[config.mk]
export PLATFORM = sky130hd
export DESIGN_NAME = uart_tx_arbiter_flat
export DESIGN_NICKNAME = d
export VERILOG_FILES = /design/src/rtl/uart_pkg.sv /design/src/rtl/uart_tx_arbiter_if.sv /design/src/rtl/uart_rr_grant.sv /design/src/rtl/uart_tx_arbiter.sv /design/src/flat_wrapper.sv
export SDC_FILE = /design/constraint.sdc
export NUM_CORES = 1
export LEC_CHECK = 0
export ABC_CLOCK_PERIOD_IN_PS = 2620
export CAP_MARGIN = 20
export CORE_MARGIN = 5
export CORE_UTILIZATION = 42
export DETAILED_ROUTE_END_ITERATION = 8
export PLACE_DENSITY = 0.76
export SYNTH_ARGS = -nofsm -noshare
export SYNTH_HDL_FRONTEND = slang
export SYNTH_HIERARCHICAL = 1
export SYNTH_SLANG_ARGS = --single-unit
[constraint.sdc]
create_clock -name clk -period 2.62 [get_ports clk]
set_input_delay 0.786 -clock clk [delete_from_list [all_inputs] [get_ports clk]]
set_output_delay 0.786 -clock clk [all_outputs]
set_load 0.02 [all_outputs]
[src/rtl/uart_pkg.sv]
// Shared definitions for the UART transmit path: arbiter state encoding,
// parity selections understood by the transmitter, and a width helper.
package uart_pkg;

    typedef enum logic [1:0] {
        IDLE      = 2'd0,
        WAIT_DONE = 2'd1,
        GAP       = 2'd2
    } arb_state_t;

    localparam logic [1:0] TX_PARITY_NONE = 2'd0;
    localparam logic [1:0] TX_PARITY_EVEN = 2'd1;
    localparam logic [1:0] TX_PARITY_ODD  = 2'd2;

    // Bits needed to hold 'value' distinct codes, never less than one bit.
    function automatic int clog2_safe(input int value);
        return (value <= 2) ? 1 : $clog2(value);
    endfunction

endpackage

[src/rtl/uart_tx_arbiter_if.sv]
// Byte-source and transmitter handshake bundle around the arbiter.
// master: the arbiter itself; slave: the requesters plus the transmitter.
interface uart_tx_arbiter_if #(
    parameter int NUM_REQ    = 4,
    parameter int DATA_WIDTH = 8
);
    logic [NUM_REQ-1:0]            req_valid;
    logic [NUM_REQ*DATA_WIDTH-1:0] req_data;
    logic [NUM_REQ-1:0]            req_ack;
    logic                          tx_start;
    logic [DATA_WIDTH-1:0]         tx_din;
    logic                          tx_done;

    modport master (
        input  req_valid, req_data, tx_done,
        output req_ack, tx_start, tx_din
    );

    modport slave (
        output req_valid, req_data, tx_done,
        input  req_ack, tx_start, tx_din
    );
endinterface

[src/rtl/uart_rr_grant.sv]
// Combinational round-robin picker: first valid requester at or above the
// pointer, wrapping around to index 0.
module uart_rr_grant #(
    parameter int NUM_REQ = 4
) (
    input  logic [NUM_REQ-1:0]         req_valid,
    input  logic [$clog2(NUM_REQ)-1:0] ptr,
    output logic                       any_req,
    output logic [$clog2(NUM_REQ)-1:0] win_id,
    output logic [NUM_REQ-1:0]         win_onehot
);
    localparam int ID_W = $clog2(NUM_REQ);

    int unsigned idx;

    // Scan requesters in priority order starting at the pointer.
    always_comb begin
        any_req    = 1'b0;
        win_id     = '0;
        win_onehot = '0;
        idx        = 0;
        for (int unsigned i = 0; i < NUM_REQ; i++) begin
            idx = (32'(ptr) + i) % NUM_REQ;
            if (!any_req && req_valid[idx]) begin
                any_req = 1'b1;
                win_id  = ID_W'(idx);
            end
        end
        if (any_req) begin
            win_onehot[win_id] = 1'b1;
        end
    end

endmodule

[src/rtl/uart_tx_arbiter.sv]
// Shares one UART transmitter among NUM_REQ byte sources. Each frame: grant
// round-robin, hand the byte to tx, wait for completion under a watchdog,
// then hold off for an inter-frame gap.
module uart_tx_arbiter
    import uart_pkg::*;
#(
    parameter int NUM_REQ       = 4,
    parameter int DATA_WIDTH    = 8,
    parameter int GAP_TICKS     = 16,
    parameter int TIMEOUT_TICKS = 256
) (
    input  logic                       clk,
    input  logic                       rst,
    input  logic                       en,
    input  logic                       sample_tick,
    uart_tx_arbiter_if.master          bus,
    output logic [$clog2(NUM_REQ)-1:0] grant_id,
    output logic                       busy,
    output logic                       timeout_err
);
    localparam int ID_W    = $clog2(NUM_REQ);
    localparam int CNT_MAX = (GAP_TICKS > TIMEOUT_TICKS) ? GAP_TICKS : TIMEOUT_TICKS;
    localparam int CNT_W   = clog2_safe(CNT_MAX + 1);

    arb_state_t            state;
    logic [CNT_W-1:0]      tick_cnt;
    logic [ID_W-1:0]       rr_ptr;
    logic [ID_W-1:0]       next_ptr;
    logic [ID_W-1:0]       win_id;
    logic [NUM_REQ-1:0]    win_onehot;
    logic                  any_req;
    logic [DATA_WIDTH-1:0] win_byte;

    uart_rr_grant #(
        .NUM_REQ (NUM_REQ)
    ) u_rr_grant (
        .req_valid  (bus.req_valid),
        .ptr        (rr_ptr),
        .any_req    (any_req),
        .win_id     (win_id),
        .win_onehot (win_onehot)
    );

    assign win_byte = bus.req_data[32'(win_id)*DATA_WIDTH +: DATA_WIDTH];
    assign next_ptr = (grant_id == ID_W'(NUM_REQ - 1)) ? '0 : grant_id + ID_W'(1);

    // Arbiter FSM: grant, watch for completion or stall, then enforce the gap.
    always_ff @(posedge clk) begin
        if (!rst) begin
            state       <= IDLE;
            tick_cnt    <= '0;
            rr_ptr      <= '0;
            grant_id    <= '0;
            busy        <= 1'b0;
            timeout_err <= 1'b0;
            bus.req_ack  <= '0;
            bus.tx_start <= 1'b0;
            bus.tx_din   <= '0;
        end else begin
            bus.req_ack  <= '0;
            bus.tx_start <= 1'b0;
            case (state)
                IDLE: begin
                    if (en && any_req) begin
                        bus.tx_din   <= win_byte;
                        bus.req_ack  <= win_onehot;
                        bus.tx_start <= 1'b1;
                        grant_id     <= win_id;
                        busy         <= 1'b1;
                        state        <= WAIT_DONE;
                    end
                end
                WAIT_DONE: begin
                    // Completion takes priority over an expiring watchdog.
                    if (bus.tx_done) begin
                        rr_ptr   <= next_ptr;
                        tick_cnt <= '0;
                        if (GAP_TICKS == 0) begin
                            state <= IDLE;
                            busy  <= 1'b0;
                        end else begin
                            state <= GAP;
                        end
                    end else if (tick_cnt == CNT_W'(TIMEOUT_TICKS)) begin
                        timeout_err <= 1'b1;
                        rr_ptr      <= next_ptr;
                        tick_cnt    <= '0;
                        state       <= IDLE;
                        busy        <= 1'b0;
                    end else if (sample_tick) begin
                        tick_cnt <= tick_cnt + CNT_W'(1);
                    end
                end
                GAP: begin
                    if (tick_cnt == CNT_W'(GAP_TICKS)) begin
                        tick_cnt <= '0;
                        state    <= IDLE;
                        busy     <= 1'b0;
                    end else if (sample_tick) begin
                        tick_cnt <= tick_cnt + CNT_W'(1);
                    end
                end
                default: begin
                    tick_cnt <= '0;
                    state    <= IDLE;
                    busy     <= 1'b0;
                end
            endcase
        end
    end

endmodule

[src/flat_wrapper.sv]
// flat-port wrapper written by rule: the top's interface ports become plain ports
module uart_tx_arbiter_flat import uart_pkg::*;
#(
    parameter int NUM_REQ       = 4,
    parameter int DATA_WIDTH    = 8,
    parameter int GAP_TICKS     = 16,
    parameter int TIMEOUT_TICKS = 256
)
  (clk, rst, en, sample_tick, grant_id, busy, timeout_err, bus_req_valid, bus_req_data, bus_tx_done, bus_req_ack, bus_tx_start, bus_tx_din);
  uart_tx_arbiter_if #(.NUM_REQ(NUM_REQ), .DATA_WIDTH(DATA_WIDTH)) bus_i ();
  input  logic clk;
  input  logic rst;
  input  logic en;
  input  logic sample_tick;
  output logic [$clog2(NUM_REQ)-1:0] grant_id;
  output logic busy;
  output logic timeout_err;
  input wire logic [$bits(bus_i.req_valid)-1:0] bus_req_valid;
  input wire logic [$bits(bus_i.req_data)-1:0] bus_req_data;
  input wire logic [$bits(bus_i.tx_done)-1:0] bus_tx_done;
  output wire logic [$bits(bus_i.req_ack)-1:0] bus_req_ack;
  output wire logic [$bits(bus_i.tx_start)-1:0] bus_tx_start;
  output wire logic [$bits(bus_i.tx_din)-1:0] bus_tx_din;
  assign bus_i.req_valid = bus_req_valid;
  assign bus_i.req_data = bus_req_data;
  assign bus_i.tx_done = bus_tx_done;
  assign bus_req_ack = bus_i.req_ack;
  assign bus_tx_start = bus_i.tx_start;
  assign bus_tx_din = bus_i.tx_din;
  uart_tx_arbiter #(.NUM_REQ(NUM_REQ), .DATA_WIDTH(DATA_WIDTH), .GAP_TICKS(GAP_TICKS), .TIMEOUT_TICKS(TIMEOUT_TICKS)) u_core (.clk(clk), .rst(rst), .en(en), .sample_tick(sample_tick), .bus(bus_i), .grant_id(grant_id), .busy(busy), .timeout_err(timeout_err));
endmodule
After elaboration in Yosys (flattened, before gate mapping)
Index checks and enable logic that the tools add are counted.

Bits in registers: 30. Bits of input ports: 41. Output and inout port bits: 17. Logic and storage cells: 86.

Add/subtract/negate cells: 5. Order comparisons: 6. Equality and inequality tests: 10. Shift-type cells: 1. Muxes and demuxes: 37. Bitwise operators: 1. Reduce and logical (&&, ||, !) cells: 17.

Operator list (number): 2-to-1 mux 9 bit (4); indexed part select 32 x 6 -> 8 bit (1); one-hot mux 9 bit (3 select lines) (1); 2-to-1 mux 2 bit (11); less-than comparator 2 x 3 -> 1 bit (second input constant) (5); 2-to-1 mux 1 bit (14); adder 9 x 1 -> 9 bit (second input constant) (1); equality test 9 x 5 -> 1 bit (second input constant) (1); equality test 9 bit (second input constant) (1); binary-select mux 1 bit (select 2 bit) (4); AND reduction 4 bit (2); inequality test 2 x 1 -> 1 bit (second input constant) (3); one-hot mux 2 bit (3 select lines) (1); AND reduction 2 bit (3); AND reduction 3 bit (2); logical AND 1 bit (5); adder 2 x 1 -> 2 bit (second input constant) (2); adder 2 bit (second input constant) (2); equality test 2 bit (second input constant) (2); zero test 1 bit (3); inequality test 3 x 2 -> 1 bit (second input constant) (1); one-hot mux 1 bit (3 select lines) (1); demux 1 bit (select 2 bit) (1); equality test 2 x 1 -> 1 bit (second input constant) (1); 5 further kinds (5).

Longest topological paths before layout
Gate-level depths: netlist of the first run.

Word-level depth: 16. Mapped depth: 8. Depth with buffers taken out: 7.

Hierarchy
The synthesis of the first run kept the hierarchy.

Modules (own cells, without submodules): uart_tx_arbiter (times used 1, cells each 183, area each 1641.6 um2, seq. area each 600.6 um2); uart_rr_grant (times used 1, cells each 33, area each 211.5 um2, seq. area each 0.0 um2).

Worst setup path after synthesis of the first run
OpenSTA, ideal clock, no wires.

Path type: input to register. Start point: input port bus_req_valid[0]. End point: register u_core.bus.tx_din[0]. Arrival time: 2466 ps. Data required time: 2488 ps. Slack: 21 ps. Stages on the path: 8. Path buffers: 2. Cells stage by stage: buf_2 > mux2i_1 > nor2_1 > a311oi_1 > clkbuf_1 > mux4_2 > nand2_1 > a21oi_1.

Elaborated cells between the ends (all ways): 25. Those cells by class: shift: 1; mux: 16; reduce/logical: 8.

RTL lines: from (decl) (line flat_wrapper.sv:18) `input wire logic [$bits(bus_i.req_valid)-1:0] bus_req_valid;`; binary-select mux 1 bit (select 2 bit) (line uart_rr_grant.sv:24) `if (!any_req && req_valid[idx]) begin`; 2-to-1 mux 1 bit (not written as such) (line uart_rr_grant.sv:24); 2-to-1 mux 1 bit (line uart_rr_grant.sv:24); zero test 1 bit (line uart_rr_grant.sv:24); logical AND 1 bit (line uart_rr_grant.sv:24); 2-to-1 mux 1 bit (line uart_rr_grant.sv:24); zero test 1 bit (line uart_rr_grant.sv:24); logical AND 1 bit (line uart_rr_grant.sv:24); 2-to-1 mux 1 bit (line uart_rr_grant.sv:24); zero test 1 bit (line uart_rr_grant.sv:24); logical AND 1 bit (line uart_rr_grant.sv:24); 2-to-1 mux 2 bit (*) (line uart_rr_grant.sv:24); named net u_core.win_id[0] (line uart_tx_arbiter.sv:29) `logic [ID_W-1:0] win_id;`; indexed part select 32 x 6 -> 8 bit (*) (line uart_tx_arbiter.sv:44) `assign win_byte = bus.req_data[32'(win_id)*DATA_WIDTH +: DATA_WIDTH];`; to (signal assigned) (line uart_tx_arbiter.sv:65) `bus.tx_din <= win_byte;`; to (decl) (line uart_tx_arbiter_if.sv:16) `output req_ack, tx_start, tx_din`.

The timed path passes the listed nets; every way through them passes the cells marked *. The select of a mux whose other input is x is not followed. A chain may end at the register's enable or synchronous reset.

Final worst setup path of the first run
Start point: input port bus_req_valid[0]. End point: register u_core.bus.tx_din[1].

The elaborated chain is that of the path after synthesis.

==> out/summary.txt, run 1 <==
Outcome -> finished clean
Pwr/cell area -> 662 mW/mm2
Post-Place Worst Slack -> -0.115 ns
First-pass GRT wire length -> 7690 um
P&R area growth vs syn -> 40.2%
Total grt overflow -> 0
Hold Violations, Final -> 0
Main combinational cell family by area after synthesis -> simple AND/OR/NAND/NOR gates
Proportion of register bits with asynchronous set or reset after synthesis -> 0%
Die outline area -> 0.00584 mm2
Synth Register Bits -> 30
Distinct cell type count after synthesis -> 44
Fin area -> 0.00260 mm2
Antenna violations before repair -> 0
Residual antenna-violating net count after detailed routing -> 0
Worst Max-Slew Pin Slew -> 0.531 ns
Setup violations, final -> 0
DRC violation total after the first TritonRoute iteration -> 87
Cells on Worst Hold Path -> 2
Final count of pins violating max slew -> 0
Die height -> 76.4 um
Minimum clock period -> 2.42 ns
Netlist area before placement -> 0.00185 mm2
Vias post-DR -> 1805
Number of buffers created by CTS -> 5
Largest buffer count on any clock path -> 2
Post-route worst setup slack -> 0.197 ns
Most used flip-flop cell after synthesis -> dfxtp_1
Placeable core area -> 0.00432 mm2
Arrival time of data at the critical path endpoint -> 2.59 ns
Cell Area, Placed -> 0.00251 mm2
Wire length after detailed routing -> 4630 um
Clock tree root driver cell -> clkbuf_8
Detailed-routing iteration count for the pre-antenna-repair pass -> 4
Max capacitance violation total -> 0
Routability cong. -> 0.850
Relative slew slack -> 64.2%
Post-detailed-route DRC marker count -> 0
Part of the Yosys area used for sequential elements -> 32.4%
Share of layout cells above drive strength 1 -> 14.3%
Maximum ir drop on the vdd rail -> 0.311 mV
Total clock sinks -> 30
Die outline width -> 76.4 um
Share of synthesized cell area in full adder, half adder and majority cells -> 4.05%
Critical path endpoint category -> flop
Lkg Pwr -> 1.00 nW
Commonest non-fill, non-tap cells in the layout -> clkdlybuf4s50_1, dfxtp_1, nand2_1
Simple-gate share of the synthesized area -> 25.5%
I/O pin cnt -> 58
Most common library cell in the layout ignoring fill and taps -> clkdlybuf4s50_1
Maximum number of pins on one net before global-route repair -> 18
TritonCTS clock tree -> yes
Warning count from the yosys run -> 6
Clock transition time at the flip-flop clock pins of the worst setup and hold paths -> 0.07 ns
Global-route usage over all layers -> 15.9%
Half-perimeter wire length after placement -> 3530 um
IO Port Bufs -> 57
Via count of the first global-routing pass -> 1786
Xor and xnor area share after synthesis -> 0%
Highest achievable clock rate -> 413 MHz
Period utilisation layout -> 92.5%
Initial standard-cell utilization of the core -> 42.9%
Row count -> 24
Placed instance count -> 323
Setup total negative slack -> 0 ns
Number of standard cells in the layout, taps in and fillers out -> 331
Startpoint kind of the worst setup timing path -> input pin
Final layout net count -> 325
Total of cells resized after clock tree synthesis -> 0
Req. time, crit path -> 2.79 ns
Syn avg cell area -> 8.58 um2
Hold Crit Class -> flop to flop
Setup repair after global routing missed its margin -> no
Final worst clock skew -> 0.00719 ns
Count of mapped cells out of synthesis -> 216
Clk Latency, worst-skew pair -> 0.29 ns
Deepest level of the CTS H-tree -> 2
Number of enable-type register cells in the synthesized netlist -> 0
Worst R2R Path Depth -> 7
Antenna diode count -> 0
Mux contribution to synthesized area -> 11.9%
Setup Fix Bufs, Post-CTS -> 0
Post-synthesis net count -> 263
Maximum fanout along the worst path -> 9
Number of buffers inserted for hold repair after clock tree synthesis -> 0
Type of the worst setup path -> input pin to flop
Per-cell routed wire length -> 14.0 um
Share of the synthesized area in compound gates (AO/OA/AOI/OAI) -> 18.8%
Ratio of routed vias to standard cells -> 5.45
## cells in the mapped netlist, drive strengths merged (5+ instances only)
library cell | instances | area share [%]
buf | 6 | 2.9
nand3 | 10 | 2.7
clkbuf | 10 | 2.1
nand2 | 26 | 5.3
a21oi | 22 | 6.1
nand4 | 7 | 2.4
o21ai | 9 | 2.4
and3 | 7 | 2.4
dfxtp | 30 | 32
nor2 | 20 | 4.1
inv | 12 | 2.4
mux4 | 8 | 9.7
ha | 6 | 4.1
a211oi | 5 | 2.0
## layer usage
layer,vias to the layer above,global-route usage [%],wire length (um)
met1,837,17.3,1990
li1,906,-,-
met4,0,5.07,47
met3,4,7.09,419
met2,58,27.3,2180
met5,-,0,0
## cells by family after synthesis
family	count (synthesis)
AO/OA/AOI/OAI	50
flip-flops	30
buffers and inverters	28
multiplexers	12
adder cells (fa/ha/maj)	6
AND/OR/NAND/NOR	90
## power breakdown
group          leakage [nW]  internal (mW)  total [mW]  switching, mW
combinational         0.710          0.360       0.774          0.415
sequential            0.244          0.516       0.553         0.0374
clock                0.0482          0.212       0.391          0.180
total                  1.00           1.09        1.72          0.632
## state kept, by name (all words and copies together), names as in the netlist
name / cells
u_core/busy: 1
u_core/state: 2
u_core/rr_ptr: 2
u_core/timeout_err: 1
u_core/bus.req_ack: 4
u_core/grant_id: 2
u_core/bus.tx_start: 1
u_core/bus.tx_din: 8
u_core/tick_cnt: 9
## through the flow
step	hold slack [ns]	total power [mW]	util (%)
after floorplan	0.475	1.06	-
after global routing	0.486	1.83	60.1
final	0.457	1.72	60.1
after global placement	0.441	1.32	58.0
after CTS	0.457	1.73	60.1
after detailed placement	0.449	1.33	58.0
## worst max-delay path, cell delays in order
cell,delay (ns)
clkdlybuf4s50_1,0.42
buf_4,0.17
a21oi_1,0.11
o21ai_0,0.08
o2bb2a_1,0.51
mux4_2,0.37
nand2_1,0.08
a21oi_1,0.06
## area by class of cell
type,instances,area (um2)
clock inverter,1,5.00
inverter,12,45.0
clock buffer,7,86.3
multi-input combinational,158,1120
tap,52,65.1
sequential,30,601
fill,403,1730
timing repair buffer,71,676
## path summary, 6_finish.rpt
check / from / endpoint / slack [ns]
worst max-delay path: bus_req_valid[0] / u_core/bus.tx_din[1]$_SDFFE_PN0P_ / 0.20
worst min-delay path: u_core/timeout_err$_SDFFE_PN0P_ / u_core/timeout_err$_SDFFE_PN0P_ / 0.46
worst max register to register: u_core/state[0]$_SDFFE_PN0P_ / u_core/busy$_SDFFE_PN0P_ / 0.47
worst min register to register: u_core/timeout_err$_SDFFE_PN0P_ / u_core/timeout_err$_SDFFE_PN0P_ / 0.46
No activity file was read; power rests on OpenSTA's default activity.
==> run 2, diff against run 1 <==
Settings changed: CORE_UTILIZATION 42 to 43, CTS_BUF_LIST from default to sky130_fd_sc_hd__clkbuf_4 sky130_fd_sc_hd__clkbuf_8, PLACE_DENSITY 0.76 to 0.78.
==> out/summary.txt, run 2 (synthesis results as in run 1) <==
Launch point of the worst reg-to-reg path -> u_core/rr_ptr[1]$_SDFFE_PN0P_
Highest achievable clock rate -> 398 MHz
Global-route usage over all layers -> 17.0%
Row count -> 23
DRC violation total after the first TritonRoute iteration -> 58
Largest reg by FF count -> u_core/tick_cnt
Number of buffers created by CTS -> 5
Minimum clock period -> 2.51 ns
Die height -> 75.6 um
Maximum fanout along the worst path -> 9
Placeable core area -> 0.00409 mm2
First-pass GRT wire length -> 7360 um
Clk Latency, worst-skew pair -> 0.28 ns
Arrival time of data at the critical path endpoint -> 2.65 ns
Critical path endpoint category -> flop
Residual antenna-violating net count after detailed routing -> 0
Routability cong. -> 0.832
Maximum number of pins on one net before global-route repair -> 22
Number of buffers inserted for hold repair after clock tree synthesis -> 0
WL met2 -> 2200 um
Number of standard cells in the layout, taps in and fillers out -> 328
Max capacitance violation total -> 0
Setup repair after global routing missed its margin -> no
TritonCTS clock tree -> yes
Clock transition time at the flip-flop clock pins of the worst setup and hold paths -> 0.06 ns
Final count of pins violating max slew -> 0
Hold Violations, Final -> 0
Flip-flop count of the largest register after layout -> 9
P&R area growth vs syn -> 40.9%
Initial standard-cell utilization of the core -> 45.3%
Post-route worst setup slack -> 0.105 ns
Share of layout cells above drive strength 1 -> 14.4%
Fin area -> 0.00261 mm2
Clock tree root driver cell -> clkbuf_8
Largest buffer count on any clock path -> 2
Relative slew slack -> 50.8%
Total clock sinks -> 30
End point of the worst hold path -> u_core/timeout_err$_SDFFE_PN0P_
Period utilisation layout -> 96.0%
Critical R2R Capture -> u_core/bus.tx_din[6]$_SDFFE_PN0P_
Die outline width -> 75.6 um
Total grt overflow -> 0
Routed length on met3 -> 532 um
Reg2reg setup slack -> 0.41 ns
Setup violations, final -> 0
Ratio of routed vias to standard cells -> 5.57
Hold wc startpoint -> u_core/timeout_err$_SDFFE_PN0P_
Lkg Pwr -> 1.01 nW
IO Port Bufs -> 57
Deepest level of the CTS H-tree -> 2
Outcome -> finished clean
Final worst clock skew -> 0.00622 ns
Detailed-routing iteration count for the pre-antenna-repair pass -> 4
Wire length after detailed routing -> 4640 um
Placed instance count -> 320
Startpoint kind of the worst setup timing path -> input pin
Antenna violations before repair -> 0
Setup total negative slack -> 0 ns
Final layout net count -> 324
Post-Place Worst Slack -> -0.170 ns
Hold Crit Class -> flop to flop
I/O pin cnt -> 58
Post-detailed-route DRC marker count -> 0
Type of the worst setup path -> input pin to flop
Worst R2R Path Depth -> 7
Met1 WL -> 1870 um
Cell Area, Placed -> 0.00250 mm2
Worst Max-Slew Pin Slew -> 0.737 ns
Filler cells -> 350
Setup Fix Bufs, Post-CTS -> 0
Via count of the first global-routing pass -> 1789
Commonest non-fill, non-tap cells in the layout -> clkdlybuf4s50_1, dfxtp_1, nand2_1
Most common library cell in the layout ignoring fill and taps -> clkdlybuf4s50_1
Antenna diode count -> 0
Half-perimeter wire length after placement -> 3580 um
Worst setup path startpoint -> bus_req_valid[2]
Maximum ir drop on the vdd rail -> 0.328 mV
Registers with the most flip-flops -> u_core/tick_cnt (9), u_core/bus.tx_din (8), u_core/bus.req_ack (4)
Per-cell routed wire length -> 14.1 um
Total of cells resized after clock tree synthesis -> 0
Uppermost signal routing layer after detailed routing -> met4
Vias post-DR -> 1826
Req. time, crit path -> 2.76 ns
Die outline area -> 0.00572 mm2
Cells on Worst Hold Path -> 2
Design Power -> 1.81 mW
Pwr/cell area -> 692 mW/mm2
==> run 2: changes by cell type in the layout (fill, tap and decap cells not counted), sizes merged <==
cell | previous run | this run
buf | 14 | 13
clkinv | 1 | 0
bufinv | 0 | 1
==> run 2: worst max path at each step <==
stage                                             end  slack, ns
global route        u_core/bus.tx_din[6]$_SDFFE_PN0P_       0.05
detailed placement  u_core/bus.tx_din[6]$_SDFFE_PN0P_      -0.17
global placement    u_core/bus.tx_din[6]$_SDFFE_PN0P_      -0.10
CTS                 u_core/bus.tx_din[6]$_SDFFE_PN0P_       0.12
finish              u_core/bus.tx_din[6]$_SDFFE_PN0P_       0.11
floorplan           u_core/bus.tx_din[0]$_SDFFE_PN0P_       0.02
==> run 2: layout make-up <==
type	instances	area, um2	share of cell area [%]
multi-input cells	158	1120	42.9
repair buffers	70	668	25.6
flip-flops and latches	30	601	23.0
clock buffers	7	83.8	3.21
well taps	50	62.6	2.40
inverters	12	45.0	1.72
clock inverters	1	30.0	1.15
==> run 2: critical path, cell delays in order <==
cell	delay, ns
clkdlybuf4s50_1	0.46
mux2i_1	0.17
nor2_1	0.07
a311oi_2	0.24
buf_4	0.24
mux4_2	0.52
nand2_1	0.10
a21oi_1	0.06
==> run 2: through the flow <==
step | utilization (%) | hold WS, ns
2_1_floorplan | - | 0.475
3_3_place_gp | 61.1 | 0.437
3_5_place_dp | 61.1 | 0.446
4_1_cts | 63.9 | 0.455
5_1_grt | 63.9 | 0.470
6_report | 63.9 | 0.455
==> run 2: per-layer routing <==
layer  GRT usage, %  up-vias
met5              0        -
met4           6.41        0
met3           8.97        5
met2           29.3       69
met1           17.5      846
li1               -      906
==> run 2: where the power goes <==
| group | total [mW] | internal (mW) | switching (mW) |
|---|---|---|---|
| clock | 0.473 | 0.305 | 0.168 |
| sequential | 0.553 | 0.516 | 0.0364 |
| combinational | 0.782 | 0.363 | 0.419 |
| total | 1.81 | 1.18 | 0.624 |
